$ cat config.mk
export PLATFORM = sky130hd
export DESIGN_NAME = dag_unit
export DESIGN_NICKNAME = d
export VERILOG_FILES = /design/src/rtl/dag_unit.sv
export SDC_FILE = /design/constraint.sdc
export NUM_CORES = 1
export LEC_CHECK = 0
export CAP_MARGIN = 10
export CORE_MARGIN = 3
export CORE_UTILIZATION = 57
export CTS_CLUSTER_DIAMETER = 60
export DETAILED_ROUTE_END_ITERATION = 10
export PLACE_DENSITY_LB_ADDON = 0.2
export SETUP_SLACK_MARGIN = 0.3
export SYNTH_ARGS = -nofsm -noshare
export SYNTH_HDL_FRONTEND = slang
export SYNTH_SLANG_ARGS = --single-unit
$ cat constraint.sdc
create_clock -name clk -period 8.9 [get_ports clk]
set_clock_uncertainty 0.1 [all_clocks]
set_input_delay 1.78 -clock clk [delete_from_list [all_inputs] [get_ports clk]]
set_output_delay 1.78 -clock clk [all_outputs]
set_load 0.01 [all_outputs]
$ cat src/rtl/dag_unit.sv
// rtl/dag_unit.sv - data address generator with four circular I/M/L/B sets and ureg access
// Optional feature macro: DAG_BITREV_EN (bit-reversed post-modify addressing).
module dag_unit #(
  parameter int DMA_SIZE = 16,
  parameter int DMD_SIZE = 16
) (
  input  logic                clk,
  input  logic                rst,
  input  logic                ps_dg_en,
  input  logic [1:0]          ps_dg_i,
  input  logic [1:0]          ps_dg_m,
  input  logic                ps_dg_pre,
  input  logic                ps_dg_brev,
  input  logic                ps_dg_wrt_en,
  input  logic [3:0]          ps_dg_wrt_add,
  input  logic [3:0]          ps_dg_rd_add,
  input  logic [DMD_SIZE-1:0] bc_dt,
  output logic [DMA_SIZE-1:0] dg_dm_add,
  output logic [DMD_SIZE-1:0] dg_bc_dt
);

  typedef logic [DMA_SIZE-1:0] addr_t;

  addr_t i_q [4];
  addr_t i_d [4];
  addr_t m_q [4];
  addr_t m_d [4];
  addr_t l_q [4];
  addr_t l_d [4];
  addr_t b_q [4];
  addr_t b_d [4];

  addr_t mod_sum;
  addr_t circ_sum;
  addr_t next_i;
  addr_t wr_data;
  addr_t rd_val;
  logic  rd_sign;
  logic  use_brev;
  logic  post_upd;

  // Wrap is computed against the window end B+L taken modulo 2^DMA_SIZE.
  function automatic addr_t circ(input addr_t x, input addr_t b, input addr_t l);
    addr_t top;
    top = b + l;
    if (l == '0)      return x;
    else if (x >= top) return x - l;
    else if (x < b)    return x + l;
    else               return x;
  endfunction

`ifdef DAG_BITREV_EN
  function automatic addr_t bit_rev(input addr_t x);
    addr_t r;
    for (int k = 0; k < DMA_SIZE; k++) r[k] = x[DMA_SIZE-1-k];
    return r;
  endfunction
`endif

  always_comb begin
    mod_sum  = i_q[ps_dg_i] + m_q[ps_dg_m];
    circ_sum = circ(mod_sum, b_q[ps_dg_i], l_q[ps_dg_i]);
    use_brev = 1'b0;
`ifdef DAG_BITREV_EN
    use_brev = ps_dg_en & ~ps_dg_pre & ps_dg_brev;
`endif
    post_upd = ps_dg_en & ~ps_dg_pre;
    next_i   = use_brev ? mod_sum : circ_sum;

    dg_dm_add = '0;
    if (ps_dg_en) begin
      if (ps_dg_pre) dg_dm_add = circ_sum;
`ifdef DAG_BITREV_EN
      else if (use_brev) dg_dm_add = bit_rev(i_q[ps_dg_i]);
`endif
      else dg_dm_add = i_q[ps_dg_i];
    end
  end

  always_comb begin
    wr_data = bc_dt[DMA_SIZE-1:0];
    i_d = i_q;
    m_d = m_q;
    l_d = l_q;
    b_d = b_q;
    if (post_upd) i_d[ps_dg_i] = next_i;
    // Ureg write is applied last so it overrides a same-cycle post-modify.
    if (ps_dg_wrt_en) begin
      case (ps_dg_wrt_add[3:2])
        2'b00: i_d[ps_dg_wrt_add[1:0]] = wr_data;
        2'b01: m_d[ps_dg_wrt_add[1:0]] = wr_data;
        2'b10: l_d[ps_dg_wrt_add[1:0]] = wr_data;
        default: begin
          b_d[ps_dg_wrt_add[1:0]] = wr_data;
          i_d[ps_dg_wrt_add[1:0]] = wr_data;
        end
      endcase
    end
  end

  always_comb begin
    case (ps_dg_rd_add[3:2])
      2'b00:   rd_val = i_q[ps_dg_rd_add[1:0]];
      2'b01:   rd_val = m_q[ps_dg_rd_add[1:0]];
      2'b10:   rd_val = l_q[ps_dg_rd_add[1:0]];
      default: rd_val = b_q[ps_dg_rd_add[1:0]];
    endcase
    rd_sign  = (ps_dg_rd_add[3:2] == 2'b01) & rd_val[DMA_SIZE-1];
    dg_bc_dt = {DMD_SIZE{rd_sign}};
    dg_bc_dt[DMA_SIZE-1:0] = rd_val;
  end

  always_ff @(posedge clk or negedge rst) begin
    if (!rst) begin
      for (int k = 0; k < 4; k++) begin
        i_q[k] <= '0;
        m_q[k] <= '0;
        l_q[k] <= '0;
        b_q[k] <= '0;
      end
    end else begin
      i_q <= i_d;
      m_q <= m_d;
      l_q <= l_d;
      b_q <= b_d;
    end
  end

  logic unused_ok;
  assign unused_ok = ^{ps_dg_brev, bc_dt};

endmodule

## Word-level counts from Yosys, hierarchy flattened

Index checks and enable logic that the tools add are counted.

| operators by class | value |
|---|---|
| add/subtract/negate cells | 4 |
| multiply operators | 0 |
| div/mod/pow operators | 0 |
| $lt $le $gt $ge | 8 |
| eq/ne operators | 4 |
| shift-type cells | 0 |
| multiplexer cells | 42 |
| bitwise operators | 7 |
| reduce and logical (&&, ||, !) cells | 10 |

Operators with widths:

| kind | count |
|---|---|
| 2-to-1 mux 16 bit | 23 |
| bitwise mux 64 bit | 5 |
| binary-select mux 16 bit (select 2 bit) | 8 |
| 2-to-1 mux 64 bit | 3 |
| demux 16 bit (select 2 bit) | 2 |
| adder 16 bit | 3 |
| one-hot mux 16 bit (3 select lines) | 1 |
| greater-or-equal comparator 16 bit | 1 |
| logical NOT 16 bit | 1 |
| less-than comparator 16 bit | 1 |
| subtractor 16 bit | 1 |
| greater-or-equal comparator 3 bit, second input constant | 4 |
| inverter 2 -> 3 bit | 4 |
| less-than comparator 3 x 1 -> 1 bit, second input constant | 2 |
| AND reduction 2 bit | 3 |
| == test 2 x 1 -> 1 bit, second input constant | 2 |
| == test 2 bit, second input constant | 2 |
| logical NOT 2 bit | 2 |
| OR reduction 3 bit | 1 |
| logical AND 1 bit | 2 |
| inverter 1 bit | 2 |
| OR reduction 2 bit | 1 |
| bitwise AND 1 bit | 1 |

| storage, ports and cells | value |
|---|---|
| register bits after elaboration | 256 |
| bits in latches | 0 |
| RAM bits | 0 |
| memory bits (read-only) | 0 |
| output and inout bits | 32 |
| word-level logic and storage cells | 91 |
| memories kept | 0 |

## Logic depth before layout (Yosys ltp)

Gate-level depths: netlist of the first run.

| depth | value |
|---|---|
| word-level depth | 14 |
| depth in mapped cells | 27 |

## Least setup slack after synthesis of the first run

OpenSTA, ideal clock, no wires.

| path | value |
|---|---|
| kind | input to output |
| start point | in ps_dg_i[0] |
| end point | out dg_dm_add[3] |
| arrival | 7.642 ns |
| required time | 7.020 ns |
| path slack | -0.622 ns |
| stages on the path | 23 |
| path buffers | 5 |
| path through | buf_6 > buf_6 > buf_6 > buf_1 > mux4_2 > ha_1 > a21o_1 > a211o_1 > a2111o_1 > a31o_2 > a21oi_1 > xor2_1 > inv_1 > ha_1 > and3_1 > nand4_1 > a21oi_1 > a211oi_2 > o31a_1 > o21ai_1 > buf_4 > a222oi_1 > a21oi_1 |

| on the way | value |
|---|---|
| cells in the longest elaborated chain, start to end | 11 |

RTL lines:

| item | line | RTL |
|---|---|---|
| start, declared | 10 | `input logic [1:0] ps_dg_i,` |
| inverter 2 -> 3 bit (not written as such) (*) | 61, 62, 76 |  |
| binary-select mux 16 bit (select 2 bit) | 61, 76 |  |
| 2-to-1 mux 16 bit (not written as such) (2 in series) | 61, 76 |  |
| adder 16 bit | 61 | `mod_sum = i_q[ps_dg_i] + m_q[ps_dg_m];` |
| adder 16 bit / less-than comparator 16 bit (equally long branches) | 48 | `else if (x < b) return x + l;` |
| 2-to-1 mux 16 bit | 48 |  |
| 2-to-1 mux 16 bit | 47 | `else if (x >= top) return x - l;` |
| 2-to-1 mux 16 bit | 46 | `if (l == '0) return x;` |
| 2-to-1 mux 16 bit (*) | 72 | `if (ps_dg_pre) dg_dm_add = circ_sum;` |
| 2-to-1 mux 16 bit (*) | 71 | `if (ps_dg_en) begin` |
| end, declared | 18 | `output logic [DMA_SIZE-1:0] dg_dm_add,` |

Every way passes the cells marked *; elsewhere a longest branch is shown, timed or not. The select of a mux whose other input is x is not followed.

## Worst setup path after layout of the first run

| path | value |
|---|---|
| start point | in ps_dg_i[0] |
| end point | out dg_dm_add[15] |

The elaborated chain is that of the path after synthesis.

==> impl_metrics.py, run 1 <==
metrics = {
    "place": {
        "dp_hpwl_mm": 40.7,
        "dpl_cell_area_um2": 20600,
        "port_buffers": 64,
        "gp_congestion": 0.990,
    },
    "floorplanning": {
        "die_height_um": 183,
        "fp.coreArea_um2": 30700,
        "io_pins": 66,
        "initial_core_util": 0.579,
        "die_w_um": 183,
        "dieArea_um2": 33300,
        "rows": 64,
    },
    "routing": {
        "vias": 14887,
        "avgRoutedWirePerCell_um": 25.5,
        "ant_nets": 0,
        "vias_per_cell": 6.58,
        "drtIter0Drc": 1623,
        "drt_wl_total_mm": 57.6,
        "dr.pass1.iters": 6,
        "drc": 0,
    },
    "worst_setup_path": {
        "path_class": "in -> out",
        "max_stage_delay_ps": 600,
        "timing.critical_path.mode_cell": "buf_4",
        "crit_path_top_delay_cell": "mux4_2",
        "worstPathRequired_ps": 7020,
        "r2r_cells": 32,
        "crit_arrival_ps": 6990,
        "r2r-start": "l_q[0]",
        "r2r_slack_ps": 2620,
        "start_kind": "input pin",
        "path_delay_family": "compound AO/OA/AOI/OAI gates",
        "worst-path-buf-inv": 7,
        "r2r_end": "i_q[25]",
        "cp_max_fo": 7,
        "cp-end-kind": "output port",
    },
    "timing": {
        "layout_min_cycle_time_ps": 8870,
        "finalSetupViolations": 0,
        "min_period_over_period": 0.997,
        "drv_slew": 0,
        "fmax_mhz": 113,
        "hold_viol": 0,
        "rsz0062_at_grt": "true",
        "max-slew-margin-rel": 0.107,
        "fin_tns_setup_ps": 0,
        "whs_ps": 425,
        "worstMarginPinSlew_ps": 1340,
    },
    "layout": {
        "synthToLayoutAreaGrowth_pct": 26.8,
        "drive_gt1_frac": 0.440,
        "diodes": 0,
        "nets": 1985,
        "regArea_um2": 6410,
        "fillers": 2038,
        "finalInstanceArea_um2": 22500,
        "multi_input_area_um2": 11300,
    },
    "clocking": {
        "clk_pin_slew_ps": 60,
        "cts-root-buf": "clkbuf_16",
        "clk_latency_ps": 540,
        "cts.sinks": 256,
        "cts_tree": "yes",
        "htree_num_levels": 1,
        "cts_buffers": 27,
        "clockBufferDepth": 3,
    },
    "yosys": {
        "synth.distinct_cells": 76,
        "netlist_area_um2": 17800,
        "netlist.area_leader.share": 0.361,
        "synthAdderAreaFrac": 0.0700,
        "synth.largest_area_cell": "dfrtp_1",
        "synth-simple-area-share": 0.0874,
        "yosys_warnings": 0,
        "synth-async-reset-ratio": 1.00,
        "syn_inst": 1524,
        "ys_top_cells_by_area": "dfrtp_1, mux4_2, mux2_2, ha_1, a21oi_1",
        "synth_nets": 1655,
        "synthFlopType": "dfrtp_1",
        "ys_ff_latch": 256,
        "synth_xor_area_frac": 0.0251,
        "muxShareOfSynthArea": 0.313,
        "yosysSeqAreaShare": 0.361,
        "syn_area_per_cell_um2": 11.7,
        "synth_top_family_by_area": "multiplexers",
        "synth_compound_area_frac": 0.108,
        "synth_edf_count": 0,
    },
    "grt": {
        "overflow": 0,
        "globalRouteTotalUtil": 0.340,
        "antenna_found_initial": 0,
        "grt_max_degree": 120,
        "grt_pass1_vias": 15178,
        "grt_pass1_wl_mm": 86.8,
    },
    "worst_hold_path": {
        "hold_path_class": "reg -> reg",
        "min-delay-start": "m_q[6]",
        "min_path_cells": 1,
        "hold_end": "m_q[6]",
    },
    "run_status": {
        "status": "complete, no violations",
    },
    "job": {
        "max_cap_violations": 0,
    },
}
## Yosys cell counts, drive strengths merged (5+ instances only)
| master | instances |
|---|---|
| a211o | 6 |
| a211oi | 6 |
| a21o | 15 |
| a21oi | 91 |
| a222oi | 6 |
| and3 | 16 |
| buf | 24 |
| clkbuf | 72 |
| dfrtp | 256 |
| ha | 93 |
| inv | 66 |
| mux2 | 192 |
| mux2i | 13 |
| mux4 | 144 |
| nand2 | 75 |
| nand2b | 8 |
| nand3 | 47 |
| nand4 | 8 |
| nor2 | 68 |
| nor2b | 14 |
| nor3 | 19 |
| nor4 | 6 |
| o211ai | 13 |
| o21a | 12 |
| o21ai | 87 |
| o21bai | 10 |
| o31ai | 5 |
| or2 | 6 |
| or3 | 28 |
| xnor2 | 38 |
| xor2 | 13 |
## flip-flops by register name, summed over array words and instances (netlist names)
signal / count
l_q: 64
m_q: 64
i_q: 64
b_q: 64
## cells in the final DEF (no fill, tap or decap), types with 14 or more instances in the layout
master	synthesis	final
buf_4	1	313
dfrtp_1	256	256
mux2_2	192	192
mux4_2	140	141
ha_1	93	80
o21ai_0	84	77
nand2_1	75	73
a21oi_1	91	73
nor2_1	68	66
inv_1	66	62
nand3_1	47	46
clkdlybuf4s50_1	0	41
xnor2_1	38	34
or3_1	28	27
clkbuf_16	0	27
buf_6	3	18
a21oi_2	0	16
buf_2	3	16
a21o_1	15	15
and3_1	16	15
nor3_1	16	14
nor2b_1	14	14
## how the worst max path moves through the flow
stage | start | endpoint | slack [ps] | cells after the start
3_3_place_gp | ps_dg_m[0] | dg_dm_add[6] | -600 | 24
2_1_floorplan | ps_dg_i[0] | dg_dm_add[15] | 280 | 23
4_1_cts | ps_dg_i[0] | dg_dm_add[15] | 10 | 25
5_1_grt | ps_dg_i[0] | dg_dm_add[14] | -130 | 24
3_5_place_dp | ps_dg_m[0] | dg_dm_add[3] | -650 | 24
6_report | ps_dg_i[0] | dg_dm_add[15] | 30 | 26
## metal layers
layer  GRT usage  share of wire  up-vias
met5           0              0        -
met4       0.135          0.046        0
met3      0.0899           0.10      180
met2       0.548           0.47      810
met1       0.443           0.38     7449
li1            -              -     6448
## cells by family after synthesis
family / count (synthesis)
xor+xnor: 51
mux: 349
flops: 256
simple gates: 311
compound gates: 298
fa+ha+maj: 97
buf+inv: 162
## worst register-to-register path: cells and delay by family, from the launching register on
kind	cells	cell delay (ps)
flip-flops	1	400
XOR/XNOR	1	90
adder cells (fa/ha/maj)	2	400
multiplexers	1	600
AO/OA/AOI/OAI	13	2430
buffers and inverters	13	1750
AND/OR/NAND/NOR	2	390
## cell type report
type                            count  area share
Multi-Input combinational cell   1106       0.502
Sequential cell                   256       0.284
Timing Repair Buffer              397       0.143
Clock buffer                       38      0.0341
Tap cell                          396      0.0220
Inverter                           66      0.0110
Clock inverter                      5     0.00378
## per-stage QoR
step | setup slack [ps] | util | instances
after global placement | -599 | 0.673 | 2143
after detailed placement | -648 | 0.673 | 2143
after floorplan | 278 | - | 1524
final | 28.0 | 0.734 | 2264
after global routing | -132 | 0.734 | 2264
after CTS | 12.7 | 0.724 | 2245
## timing repair
| item | 4_1_cts | 5_1_grt |
|---|---|---|
| buffers inserted | 58 | 19 |
| resized for setup | 121 | 45 |
| pin swaps | 57 | 50 |
| gates cloned | 1 | 0 |
| hold buffers | 0 | 0 |
| endpoints found under the setup margin | 16 | 16 |
Power of run 1 is not shown: default switching activity piles up to over one toggle a cycle in this logic, so the estimate is an artifact.
==> run 2: changes to the inputs <==
Settings changed: PLACE_DENSITY from default to 0.78, PLACE_DENSITY_LB_ADDON 0.2 to default.
==> impl_metrics.py, run 2 (synthesized netlist as in run 1, its figures left out) <==
metrics = {
    "layout": {
        "synthToLayoutAreaGrowth_pct": 25.6,
        "diodes": 0,
        "regArea_um2": 6410,
        "multi_input_area_um2": 11200,
        "drive_gt1_frac": 0.433,
        "final_common_cell": "buf_4",
        "final_cell_mix": "buf_4, dfrtp_1, mux2_2, mux4_2, ha_1",
        "layout.cells.non_filler": 2251,
        "fillers": 1954,
        "nets": 1967,
    },
    "place": {
        "dp.cells": 2150,
        "port_buffers": 64,
        "gp_congestion": 0.967,
        "dp_hpwl_mm": 40.9,
    },
    "grt": {
        "grt_max_degree": 101,
        "antenna_found_initial": 0,
        "overflow": 0,
        "grt_pass1_wl_mm": 90.7,
        "grt_pass1_vias": 15818,
        "globalRouteTotalUtil": 0.353,
    },
    "floorplanning": {
        "dieArea_um2": 33300,
        "io_pins": 66,
        "die_height_um": 183,
        "fp.coreArea_um2": 30700,
        "rows": 64,
        "die_w_um": 183,
        "initial_core_util": 0.579,
    },
    "timing": {
        "drv_slew": 0,
        "fin_tns_setup_ps": -17.0,
        "rsz0062_at_grt": "true",
        "worstMarginPinSlew_ps": 1270,
        "hold_viol": 0,
        "layout_min_cycle_time_ps": 8920,
        "fin_ws_ps": -17.0,
        "finalSetupViolations": 1,
        "fmax_mhz": 112,
        "max-slew-margin-rel": 0.152,
        "min_period_over_period": 1.00,
    },
    "routing": {
        "drt_wl_total_mm": 59.3,
        "dr.pass1.iters": 9,
        "drtIter0Drc": 1850,
        "vias": 15315,
        "vias_per_cell": 6.80,
        "drc": 0,
        "ant_nets": 0,
        "avgRoutedWirePerCell_um": 26.3,
    },
    "clocking": {
        "clk_pin_slew_ps": 60,
        "ctsHoldBuffers": 0,
        "cts.sinks": 256,
        "htree_num_levels": 1,
        "cts-root-buf": "clkbuf_16",
        "clk_latency_ps": 540,
        "cts_tree": "yes",
        "clockBufferDepth": 3,
        "cts_buffers": 26,
    },
    "worst_setup_path": {
        "timing.critical_path.mode_cell": "buf_4",
        "cp-end-kind": "output port",
        "max_stage_delay_ps": 560,
        "cp_max_fo": 7,
        "crit_arrival_ps": 7040,
        "path_class": "in -> out",
        "start_kind": "input pin",
        "crit_path_top_delay_cell": "mux4_2",
        "worstPathRequired_ps": 7020,
    },
    "worst_hold_path": {
        "hold_path_class": "reg -> reg",
    },
    "run_status": {
        "failed_checks": "negative setup slack",
        "status": "finished, violations left",
    },
    "job": {
        "max_cap_violations": 0,
    },
}
## run 2: area by class of cell
cell class,instances,area share
Timing Repair Buffer,380,0.137
Clock inverter,8,0.00438
Multi-Input combinational cell,1106,0.502
Inverter,66,0.0111
Tap cell,396,0.0222
Clock buffer,39,0.0359
Sequential cell,256,0.287
## run 2: per-layer routing
layer,part of all wire,GRT usage,routed length (um)
met1,0.36,0.453,21500
met2,0.47,0.572,28000
met5,0,0,0
met3,0.11,0.0859,6260
met4,0.059,0.160,3510
## run 2: critical path: cells and delay by family
family / cells / cell delay (ps)
compound gates: 9 / 1890
xor+xnor: 1 / 60
simple gates: 2 / 230
fa+ha+maj: 3 / 780
mux: 1 / 560
buf+inv: 14 / 1720
## run 2: timing repair
item | 4_1_cts | 5_1_grt
setup buffers | 40 | 13
gates resized for setup | 111 | 44
setup endpoints to repair | 16 | 16
pin swaps | 35 | 54
## run 2: path summary, 6_finish.rpt
| kind | depth (start not counted) | slack [ps] | endpoint | from |
|---|---|---|---|---|
| worst min register to register | 1 | 420 | b_q[16] | b_q[16] |
| worst min-delay path | 1 | 420 | b_q[16] | b_q[16] |
| worst max register to register | 36 | 2320 | i_q[25] | m_q[0] |
| min in group asynchronous | 1 | 1150 | b_q[48] | rst |
| max in group asynchronous | 2 | 5970 | l_q[13] | rst |
| worst max-delay path | 30 | -20 | dg_dm_add[15] | ps_dg_i[0] |
## run 2: per-stage QoR
| step | worst slack [ps] | area [um^2] | hold WS, ps | util |
|---|---|---|---|---|
| 6_report | -17.0 | 22300 | 421 | 0.727 |
| 5_1_grt | -130 | 22300 | 433 | 0.727 |
| 4_1_cts | 22.0 | 22000 | 422 | 0.717 |
| 3_5_place_dp | -760 | 20700 | 408 | 0.674 |
| 3_3_place_gp | -632 | 20700 | 399 | 0.674 |
| 2_1_floorplan | 278 | 18000 | 388 | - |
Power of run 2 is left out for the same reason.
==> run 3: changes to the inputs <==
Settings changed: CORE_UTILIZATION 57 to 59, DONT_BUFFER_PORTS from default to 1.
==> impl_metrics.py, run 3 (synthesized netlist as in run 1, its figures left out) <==
metrics = {
    "routing": {
        "vias": 13867,
        "vias_per_cell": 7.11,
        "drt_wl_total_mm": 54.4,
        "drtIter0Drc": 1837,
        "dr.pass1.iters": 7,
        "ant_nets": 0,
        "avgRoutedWirePerCell_um": 27.9,
        "drc": 0,
    },
    "grt": {
        "overflow": 0,
        "grt_pass1_vias": 13830,
        "grt_pass1_wl_mm": 82.8,
        "antenna_found_initial": 0,
        "globalRouteTotalUtil": 0.328,
        "grt_max_degree": 257,
    },
    "layout": {
        "final_common_cell": "dfrtp_1",
        "nets": 1678,
        "diodes": 0,
        "synthToLayoutAreaGrowth_pct": 12.0,
        "final_cell_mix": "dfrtp_1, mux2_2, mux4_2, buf_4, ha_1",
        "drive_gt1_frac": 0.351,
    },
    "timing": {
        "worstMarginPinSlew_ps": 1110,
        "whs_ps": 425,
        "drv_slew": 0,
        "hold_viol": 0,
        "max-slew-margin-rel": 0.259,
        "fin_tns_setup_ps": 0,
        "min_period_over_period": 0.967,
        "fmax_mhz": 116,
        "finalSetupViolations": 0,
        "layout_min_cycle_time_ps": 8600,
        "rsz0062_at_grt": "true",
    },
    "worst_setup_path": {
        "cp_max_fo": 55,
        "path_class": "in -> out",
        "worstPathRequired_ps": 7020,
        "cp-end-kind": "output port",
        "start_kind": "input pin",
        "crit_arrival_ps": 6720,
    },
    "floorplanning": {
        "dieArea_um2": 32200,
        "fp.coreArea_um2": 29200,
        "die_height_um": 180,
        "io_pins": 66,
        "die_w_um": 180,
        "rows": 62,
        "initial_core_util": 0.609,
    },
    "place": {
        "dp_hpwl_mm": 37.3,
        "gp_congestion": 0.935,
        "port_buffers": 0,
    },
    "clocking": {
        "cts-root-buf": "clkbuf_16",
        "clk_pin_slew_ps": 50,
        "ctsHoldBuffers": 0,
        "htree_num_levels": 1,
        "clockBufferDepth": 3,
        "cts_buffers": 27,
        "cts_tree": "yes",
        "cts.sinks": 256,
        "clk_latency_ps": 550,
    },
    "worst_hold_path": {
        "hold_path_class": "reg -> reg",
    },
    "run_status": {
        "status": "complete, no violations",
    },
    "job": {
        "max_cap_violations": 0,
    },
}
-- run 3: path summary, 6_finish.rpt --
| check | startpoint | to | slack (ps) | cells after the start |
|---|---|---|---|---|
| worst max-delay path | ps_dg_i[0] | dg_dm_add[15] | 300 | 23 |
| worst min-delay path | m_q[31] | m_q[31] | 420 | 1 |
| worst max register to register | i_q[16] | i_q[47] | 3180 | 24 |
| worst min register to register | m_q[31] | m_q[31] | 420 | 1 |
| max in group asynchronous | rst | l_q[43] | 7370 | 0 |
| min in group asynchronous | rst | b_q[50] | 830 | 0 |
-- run 3: timing repair --
| action | 4_1_cts | 5_1_grt |
|---|---|---|
| endpoints found under the setup margin | 15 | 15 |
| setup buffers | 5 | 16 |
| resized for setup | 11 | 42 |
| pin swaps | 4 | 46 |
-- run 3: layer usage --
metal,vias up,part of all wire,track usage
li1,5860,-,-
met1,7041,0.38,0.446
met2,802,0.47,0.526
met3,164,0.11,0.0879
met4,0,0.038,0.0956
met5,-,0,0
-- run 3: through the flow --
| step | utilization | worst slack [ps] | instances | instance area (um^2) |
|---|---|---|---|---|
| 2_1_floorplan | - | 278 | 1524 | 18000 |
| 3_3_place_gp | 0.636 | 76.0 | 1881 | 18600 |
| 3_5_place_dp | 0.636 | 23.7 | 1881 | 18600 |
| 4_1_cts | 0.670 | 307 | 1933 | 19500 |
| 5_1_grt | 0.682 | 234 | 1949 | 19900 |
| 6_report | 0.682 | 297 | 1949 | 19900 |
-- run 3: final cells by class --
cell class | instances | area (um^2)
Multi-Input combinational cell | 1106 | 11200
Fill cell | 2026 | 9280
Sequential cell | 256 | 6410
Clock buffer | 39 | 801
Timing Repair Buffer | 90 | 708
Tap cell | 384 | 480
Inverter | 66 | 248
Clock inverter | 8 | 76.3
-- run 3: worst max-delay path: stages --
cell and delay (ps):
mux4_2 560, ha_4 210, fa_2 360, a21o_1 170, a21oi_2 180, o21bai_2 90
a211oi_2 280, buf_4 160, or3_4 120, a31oi_2 100, xnor2_2 270, inv_2 90
ha_4 280, and3_4 190, nand4_1 140, a21oi_2 220, a211oi_4 100, o31a_1 290
buf_4 170, and4_4 150, o32ai_4 370, nor3_2 60, a221o_1 330
Power of run 3 is left out for the same reason.
